==> config.mk <==
export PLATFORM = sky130hd
export DESIGN_NAME = uart_tx
export DESIGN_NICKNAME = d
export VERILOG_FILES = /design/src/rtl/uart_tx.sv
export SDC_FILE = /design/constraint.sdc
export NUM_CORES = 1
export LEC_CHECK = 0
export CAP_MARGIN = 5
export CELL_PAD_IN_SITES_DETAIL_PLACEMENT = 0
export CELL_PAD_IN_SITES_GLOBAL_PLACEMENT = 1
export CORE_MARGIN = 5
export CORE_UTILIZATION = 52
export DETAILED_ROUTE_END_ITERATION = 10
export GPL_ROUTABILITY_DRIVEN = 0
export HOLD_SLACK_MARGIN = 0.03
export PLACE_DENSITY = 0.9
export SYNTH_ARGS = -nofsm -noshare
export SYNTH_HDL_FRONTEND = slang
export SYNTH_SLANG_ARGS = --single-unit
==> constraint.sdc <==
create_clock -name clk -period 3.7 [get_ports clk]
set_input_delay 1.11 -clock clk [delete_from_list [all_inputs] [get_ports clk]]
set_output_delay 1.11 -clock clk [all_outputs]
set_load 0.02 [all_outputs]
==> src/rtl/uart_tx.sv <==
// uart_tx: byte FIFO feeding an 8N1 serializer.
// Bytes are pushed into a power-of-two FIFO. The serializer pops the head byte
// and sends start, eight data bits LSB first and one stop bit, each for
// CLKS_PER_BIT clocks. The line is registered and follows the FSM state by one
// clock, so a byte accepted on edge N drives tx low after edge N+2.
//
// Handshake: a byte transfers on a rising edge where tx_valid && tx_ready.
// tx_ready depends only on fifo_count, never on tx_valid, so a full FIFO
// refuses a push even on an edge where the serializer pops.
module uart_tx #(
  parameter int CLK_FREQ   = 100_000_000,
  parameter int BAUD_RATE  = 115200,
  parameter int FIFO_DEPTH = 16
) (
  input  logic                          clk,
  input  logic                          rst_n,
  input  logic [7:0]                    tx_data,
  input  logic                          tx_valid,
  output logic                          tx_ready,
  output logic                          tx,
  output logic                          busy,
  output logic [$clog2(FIFO_DEPTH):0]   fifo_count,
  output logic [1:0]                    dbg_state
);

  localparam int CLKS_PER_BIT = CLK_FREQ / BAUD_RATE;
  localparam int AW           = $clog2(FIFO_DEPTH);
  localparam int CW           = AW + 1;
  localparam logic [15:0] BIT_LAST = 16'(CLKS_PER_BIT - 1);

  typedef enum logic [1:0] {IDLE, START, DATA, STOP} state_e;

  // FIFO storage and bookkeeping
  logic [7:0]    mem_q [FIFO_DEPTH];
  logic [AW-1:0] wr_ptr_q;
  logic [AW-1:0] rd_ptr_q;
  logic [CW-1:0] count_q;
  logic [CW-1:0] count_d;
  logic          push;
  logic          pop;

  // Serializer state
  state_e        state_q;
  logic [15:0]   clk_cnt_q;
  logic [2:0]    bit_idx_q;
  logic [7:0]    shift_q;
  logic          tx_q;
  logic          bit_done;

  assign tx_ready   = (count_q != CW'(FIFO_DEPTH));
  assign push       = tx_valid && tx_ready;
  assign bit_done   = (clk_cnt_q == BIT_LAST);
  // Pop when idle with data, or at the last clock of a stop bit so the next
  // start bit follows with no idle gap.
  assign pop        = (count_q != '0) &&
                      ((state_q == IDLE) || ((state_q == STOP) && bit_done));
  assign tx         = tx_q;
  assign busy       = (state_q != IDLE);
  assign fifo_count = count_q;
  assign dbg_state  = state_q;

  // Occupancy next-state: simultaneous push and pop leaves it unchanged
  always_comb begin
    count_d = count_q;
    case ({push, pop})
      2'b10:   count_d = count_q + 1'b1;
      2'b01:   count_d = count_q - 1'b1;
      default: count_d = count_q;
    endcase
  end

  // FIFO data write; contents need no reset since the pointers gate visibility
  always_ff @(posedge clk) begin
    if (push) mem_q[wr_ptr_q] <= tx_data;
  end

  // FIFO pointers and count; pointers wrap naturally at the power-of-two depth
  always_ff @(posedge clk or negedge rst_n) begin
    if (!rst_n) begin
      wr_ptr_q <= '0;
      rd_ptr_q <= '0;
      count_q  <= '0;
    end else begin
      if (push) wr_ptr_q <= wr_ptr_q + 1'b1;
      if (pop)  rd_ptr_q <= rd_ptr_q + 1'b1;
      count_q <= count_d;
    end
  end

  // Serializer FSM; tx is registered from the current state (one-clock lag)
  always_ff @(posedge clk or negedge rst_n) begin
    if (!rst_n) begin
      state_q   <= IDLE;
      clk_cnt_q <= '0;
      bit_idx_q <= '0;
      shift_q   <= '0;
      tx_q      <= 1'b1;
    end else begin
      case (state_q)
        IDLE: begin
          tx_q <= 1'b1;
          if (pop) begin
            shift_q   <= mem_q[rd_ptr_q];
            clk_cnt_q <= '0;
            state_q   <= START;
          end
        end
        START: begin
          tx_q <= 1'b0;
          if (bit_done) begin
            clk_cnt_q <= '0;
            bit_idx_q <= '0;
            state_q   <= DATA;
          end else begin
            clk_cnt_q <= clk_cnt_q + 1'b1;
          end
        end
        DATA: begin
          tx_q <= shift_q[bit_idx_q];
          if (bit_done) begin
            clk_cnt_q <= '0;
            if (bit_idx_q == 3'd7) begin
              state_q <= STOP;
            end else begin
              bit_idx_q <= bit_idx_q + 1'b1;
            end
          end else begin
            clk_cnt_q <= clk_cnt_q + 1'b1;
          end
        end
        STOP: begin
          tx_q <= 1'b1;
          if (bit_done) begin
            clk_cnt_q <= '0;
            if (pop) begin
              shift_q <= mem_q[rd_ptr_q];
              state_q <= START;
            end else begin
              state_q <= IDLE;
            end
          end else begin
            clk_cnt_q <= clk_cnt_q + 1'b1;
          end
        end
        default: state_q <= IDLE;
      endcase
    end
  end

endmodule

==> metrics.md, run 1 <==
| Metric | Value |
|---|---|
| Main combinational cell family by area after synthesis | `multiplexers` |
| Clk buf depth | `2` |
| Synth unique cells | `46` |
| Final setup violation count | `0` |
| Status | `complete, no violations` |
| Post-synthesis share of cell area spent on and, or, nand and nor gates | `0.07332` |
| Critical path class | `flip-flop to primary output` |
| Total negative slack for setup checks | `0 ns` |
| Final hold violation count | `0` |
| Most common cell in the synthesized netlist | `edfxtp_1` |
| Vias in the first global route | `roughly 4200` |
| Final clock skew | `between 0.009 and 0.01 ns` |
| CP Data Arrival Time | `between 2 and 2.5 ns` |
| Adder-cell share of the synthesized area | `0.02899` |
| First-pass detailed-route iteration total | `5` |
| Number of H-tree levels | `4` |
| Max Freq | `around 300 MHz` |
| Total nets after synthesis | `490` |
| Complex-gate fraction of the synthesized area | `0.06121` |
| Antenna diodes | `0` |
| Slew at the pin closest to its max-slew limit | `0.9716 ns` |
| Floorplan die height | `approximately 130 µm` |
| Clock input transition at the sequential cells of the worst setup and hold paths | `0.07 ns` |
| WP data required | `2.59 ns` |
| Area enclosed by the die boundary | `around 17000 µm²` |
| Proportion of netlist area held by the largest area contributor | `0.5238` |
| Seq/Total Area, Yosys | `0.6706` |
| Crit path capture type | `primary output` |
| EDFF count, synth | `~130` |
| Total clock sinks | `approximately 170` |
| Initial antenna violation count | `0` |
| Max-cap viol count | `0` |
| Later-pin clock latency in the skew report | `between 0.4 and 0.5 ns` |
| Maximum number of pins on one net before global-route repair | `44` |
| Min cycle time layout | `approximately 3.3 ns` |
| Fillers | `between 1000 and 1500` |
| Final count of pins violating max slew | `0` |
| TritonCTS clock tree | `yes` |
| Top cell types by occurrence after synthesis | `edfxtp_1, dfrtp_1, mux4_2` |
| Max_slew headroom | `0.3523` |
| Floorplan Core Area | `between 10000 and 15000 µm²` |
| Leak | `0.002965 µW` |
| Avg Vias per Cell | `~5.9` |
| Cell area after placement | `between 7000 and 8000 µm²` |
| TritonCTS buffer count | `17` |
| Post_cts resized | `0` |
| Number of nets in the layout | `~530` |
| Post-synthesis mux area share | `0.1262` |
| Fraction of layout cells with a size suffix above 1 | `0.2137` |
| Starting density of the core | `0.5287` |
| Worst setup SP type | `flip-flop` |
| Largest cells by area after synthesis | `edfxtp_1, dfrtp_1, mux4_2` |
| RSZ-0062 raised after global routing | `no` |
| Placed Cells incl. Taps | `between 600 and 700` |
| Async set-reset flop share out of synthesis | `0.2515` |
| Synthesized instance count | `about 460` |
| Cell area after synthesis | `about 7300 µm²` |
| Maximum net fanout on the critical path | `9` |
| WL final | `roughly 15000 µm` |
| Post-layout utilization of the core | `0.6050` |
| DRC violation count after routing | `0` |
| Number of register bits inferred by synthesis | `roughly 170` |
| Cell type with the largest total area after synthesis | `edfxtp_1` |
| Detailed-route wire length per cell | `around 21 µm` |
| Area added between synthesis and finish | `14.44%` |
| Clk root buf | `clkbuf_16` |
| Global-route usage over all layers | `0.1896` |
| Highest ir drop seen on vdd | `around 490 µV` |
| Hold crit path type | `flip-flop to flip-flop` |
| Crit share post-route | `0.8908` |
| Syn Area/Cell | `approximately 16 µm²` |
| Number of buffers inserted by hold repair at cts | `0` |
| Number of vias in the routed layout | `between 4000 and 5000` |
| Main flop type after synthesis | `edfxtp_1` |
| Final instance area | `between 8000 and 9000 µm²` |
| Die boundary width | `between 100 and 150 µm` |
| Parity-gate share of the synthesized area counting xor and xnor cells | `0.01671` |
| Pwr per Cell Area | `between 700 and 800 nW/µm²` |
| Number of I/O pins | `21` |
| Half-perimeter wire length of the detailed placement result | `~9000 µm` |
| 1st-iter DRT viols | `roughly 410` |
| Row count | `43` |
| Final Non-Filler Cells | `690` |
| Post-CTS repair timing setup buffer count | `0` |
| Wire length of the first global-routing pass | `roughly 23000 µm` |
| Yosys warnings | `0` |
| Number of nets still failing antenna checks after routing | `0` |
| Overall power consumption | `6432 µW` |
| Port Buf Inserts | `20` |
| Overflow left after global routing | `0` |
==> cells by family (layout without fill, tap and decap cells) <==
logic type,Yosys count,in the layout
AO/OA/AOI/OAI,70,70
XOR/XNOR,14,14
adder cells (fa/ha/maj),17,17
buffers and inverters,35,83
flip-flops,171,171
multiplexers,48,48
AND/OR/NAND/NOR,107,107
==> routing by layer <==
layer / up-vias / global-route usage / wire length (µm)
met4: 0 / 0.05374 / 164
met5: - / 0 / 0
met3: 17 / 0.03944 / 618
li1: 1869 / - / -
met2: 116 / 0.3296 / 7922
met1: 2094 / 0.2428 / 5926
==> report_power, final <==
part | switching, µW | internal, µW | leakage [µW]
clock | 789 | 1020 | 0.000292
combinational | 968 | 945 | 0.000972
sequential | 334 | 2370 | 0.00170
==> worst max-delay path, stage by stage, from the launching register on <==
cell	delay, ns
dfrtp_1	0.43
inv_1	0.12
ha_1	0.33
buf_4	0.21
inv_1	0.07
clkdlybuf4s50_1	0.61
==> state kept, by name, indices dropped and copies added, names as in the netlist <==
name and cells:
wr_ptr_q 4, tx 1, rd_ptr_q 4, bit_idx_q 3, clk_cnt_q 16, shift_q 8
dbg_state 2, fifo_count 5, mem_q 128
==> layout by cell type (no fill, tap or decap), types with 4 or more instances in the layout <==
cell type	netlist	final
a21oi_1	9	9
a22o_1	7	7
a22oi_1	16	16
buf_4	4	22
clkbuf_16	0	17
clkdlybuf4s50_1	0	19
dfrtp_1	42	41
edfxtp_1	128	128
ha_1	17	17
inv_1	10	10
inv_8	0	5
mux2_2	13	13
mux4_2	34	34
nand2_1	30	30
nand3_1	11	11
nand4_1	4	4
nor2_1	23	23
nor3_1	15	15
o21ai_0	27	27
xnor2_1	4	4
xor2_1	10	10
==> stage by stage <==
step	hold slack [ns]	setup WS [ns]
final	0.5073	0.4041
after global routing	0.5181	0.2792
after CTS	0.5075	0.3937
after detailed placement	0.4929	0.4124
after global placement	0.4879	0.4604
after floorplan	0.4518	0.6391
==> layout make-up <==
| cell class | instances | area, µm² | share of cell area |
|---|---|---|---|
| repair buffers | 42 | 360.3 | 0.04291 |
| well taps | 180 | 225.2 | 0.02682 |
| multi-input cells | 256 | 2248 | 0.2677 |
| clock inverters | 14 | 178.9 | 0.02131 |
| inverters | 10 | 37.54 | 0.004470 |
| clock buffers | 17 | 425.4 | 0.05066 |
| flip-flops and latches | 171 | 4922 | 0.5861 |
==> worst paths after layout <==
| check | start | to | slack, ns | cells past startpoint |
|---|---|---|---|---|
| max | dbg_state[0] | busy | 0.40 | 5 |
| min | shift_q[4] | shift_q[4] | 0.51 | 1 |
| max reg2reg | clk_cnt_q[0] | fifo_count[4] | 0.59 | 13 |
| min reg2reg | shift_q[4] | shift_q[4] | 0.51 | 1 |
| max in group asynchronous | rst_n | rd_ptr_q[0] | 2.18 | 1 |
| min in group asynchronous | rst_n | bit_idx_q[0] | 0.85 | 1 |
Power figures use the tool's default switching activity.
==> run 2: changes to the inputs <==
--- a/config.mk
+++ b/config.mk
@@ -14,6 +14,7 @@
 export GPL_ROUTABILITY_DRIVEN = 0
 export HOLD_SLACK_MARGIN = 0.03
 export PLACE_DENSITY = 0.9
+export SLEW_MARGIN = 30
 export SYNTH_ARGS = -nofsm -noshare
 export SYNTH_HDL_FRONTEND = slang
 export SYNTH_SLANG_ARGS = --single-unit
==> run 2 against run 1 <==
Compared with the run above: sequential power is essentially flat; combinational power is essentially flat; largest cell class unchanged; first-iteration DRC count shrank 1.5%; worst setup slack better by 0.0024 ns; clock skew shrank 0.00089 ns; die area is the same; critical path type unchanged; critical path depth stayed put; design area about the same.
==> metrics.md, run 2 (synthesized netlist as in run 1, its figures left out) <==
| Metric | Value |
|---|---|
| Status | `complete, no violations` |
| Total negative slack for setup checks | `0 ns (unchanged)` |
| Slowest stage cell, crit path | `clkdlybuf4s50_1` |
| Final instance area | `8403 µm² (about the same)` |
| Vias in the first global route | `4238 (unchanged)` |
| Maximum number of pins on one net before global-route repair | `44 (unchanged)` |
| First-pass detailed-route iteration total | `5 (unchanged)` |
| Post-CTS repair timing setup buffer count | `0 (unchanged)` |
| Clock input transition at the sequential cells of the worst setup and hold paths | `0.07 ns (about the same)` |
| Leak | `0.002966 µW (about the same)` |
| Clk root buf | `clkbuf_16` |
| Half-perimeter wire length of the detailed placement result | `8970 µm (unchanged)` |
| Cell area after placement | `7794 µm² (unchanged)` |
| Detailed-route wire length per cell | `21.28 µm (+0.36%)` |
| Crit path capture type | `primary output` |
| Top reg by flops | `mem_q` |
| Overall power consumption | `6439 µW (+0.11%)` |
| Row count | `43 (unchanged)` |
| Overflow left after global routing | `0 (unchanged)` |
| Pwr per Cell Area | `766.2 nW/µm² (about the same)` |
| Max_slew headroom | `0.3975 (+0.04520)` |
| Floorplan die height | `128.8 µm (unchanged)` |
| Number of H-tree levels | `4 (unchanged)` |
| Category of cells accounting for the largest share of critical-path delay | `buffers and inverters` |
| Total clock sinks | `171 (unchanged)` |
| Initial antenna violation count | `0 (unchanged)` |
| Clk buf depth | `2 (unchanged)` |
| Die boundary width | `128.8 µm (unchanged)` |
| WP data required | `2.59 ns (about the same)` |
| Placed Cells incl. Taps | `659 (unchanged)` |
| Starting density of the core | `0.5287 (unchanged)` |
| Later-pin clock latency in the skew report | `0.43 ns (about the same)` |
| Wire length of the first global-routing pass | `23360 µm (unchanged)` |
| Area enclosed by the die boundary | `16590 µm² (unchanged)` |
| Final count of pins violating max slew | `0 (unchanged)` |
| WL final | `14680 µm (+0.36%)` |
| Number of nets in the layout | `526 (unchanged)` |
| Largest regs | `mem_q (128), clk_cnt_q (16), shift_q (8)` |
| Final clock skew | `0.008260 ns (-0.0008903 ns)` |
| Library cell appearing most often on the critical path | `inv_1` |
| Hold crit path type | `flip-flop to flip-flop` |
| Slew at the pin closest to its max-slew limit | `0.9005 ns (-0.07113 ns)` |
| Max stage delay on crit path | `0.60 ns (about the same)` |
| Fraction of layout cells with a size suffix above 1 | `0.2137 (unchanged)` |
| Max FFs per register | `128 (unchanged)` |
| Floorplan Core Area | `13880 µm² (unchanged)` |
| Number of buffers inserted by hold repair at cts | `0 (unchanged)` |
| Highest ir drop seen on vdd | `488.7 µV (-0.32%)` |
| Min cycle time layout | `3.293 ns (-0.002422 ns)` |
| Number of nets still failing antenna checks after routing | `0 (unchanged)` |
| Port Buf Inserts | `20 (unchanged)` |
| Avg Vias per Cell | `5.991 (+0.93%)` |
| Antenna diodes | `0 (unchanged)` |
| Max-cap viol count | `0 (unchanged)` |
| Leading cell type in the layout, fill and taps excluded | `edfxtp_1` |
| Global-route usage over all layers | `0.1896 (unchanged)` |
| RSZ-0062 raised after global routing | `no` |
| 1st-iter DRT viols | `405 (-1.5%)` |
| Crit share post-route | `0.8901 (about the same)` |
| Worst setup SP type | `flip-flop` |
| Final Non-Filler Cells | `690 (unchanged)` |
| Final hold violation count | `0 (unchanged)` |
| Maximum net fanout on the critical path | `9 (unchanged)` |
| Critical path class | `flip-flop to primary output` |
| Most used cells in the layout excluding fill and tap cells | `edfxtp_1, dfrtp_1, mux4_2, nand2_1, o21ai_0` |
| DRC violation count after routing | `0 (unchanged)` |
| Final setup violation count | `0 (unchanged)` |
| Area added between synthesis and finish | `14.51% (about the same)` |
| Buffers & Inverters on Critical Path | `4 (unchanged)` |
| Post_cts resized | `0 (unchanged)` |
| CP Cell Sequence | `inv_1, ha_1, buf_4, inv_1, clkdlybuf4s50_1` |
| TritonCTS buffer count | `17 (unchanged)` |
| Number of vias in the routed layout | `4134 (+0.93%)` |
| TritonCTS clock tree | `yes` |
| CP Data Arrival Time | `2.18 ns (about the same)` |
| Number of I/O pins | `21 (unchanged)` |
| Max Freq | `303.6 MHz (about the same)` |
run 2: per-layer routing:
metal,share of wire,GRT usage
met4,0.011,0.05374
met5,0,0
met2,0.54,0.3296
met3,0.043,0.03944
met1,0.41,0.2428
run 2: worst paths after layout:
kind | startpoint | cells past startpoint | to | slack (ns)
hold reg to reg | shift_q[4] | 1 | shift_q[4] | 0.51
max in group asynchronous | rst_n | 1 | rd_ptr_q[0] | 2.59
setup / recovery | dbg_state[0] | 5 | busy | 0.41
setup reg to reg | clk_cnt_q[0] | 13 | fifo_count[4] | 0.59
hold / removal | shift_q[4] | 1 | shift_q[4] | 0.51
min in group asynchronous | rst_n | 1 | bit_idx_q[0] | 0.67
run 2: layout make-up:
type,instances,area (µm²)
timing repair buffer,42,362.8
tap,180,225.2
clock buffer,17,425.4
sequential,171,4925
multi-input combinational,256,2248
fill,1015,5478
inverter,10,37.54
clock inverter,14,178.9
run 2: where the power goes:
| part | internal, µW | switching, µW |
|---|---|---|
| logic | 945 | 967 |
| clock network | 1020 | 792 |
| registers | 2380 | 337 |
| total | 4340 | 2100 |
run 2: stage by stage:
stage / setup slack [ns] / hold WS (ns) / util
floorplan: 0.6391 / 0.4518 / -
global placement: 0.4604 / 0.4879 / 0.5615
detailed placement: 0.4124 / 0.4929 / 0.5615
CTS: 0.3937 / 0.5075 / 0.6050
global route: 0.2792 / 0.5181 / 0.6054
finish: 0.4065 / 0.5073 / 0.6054
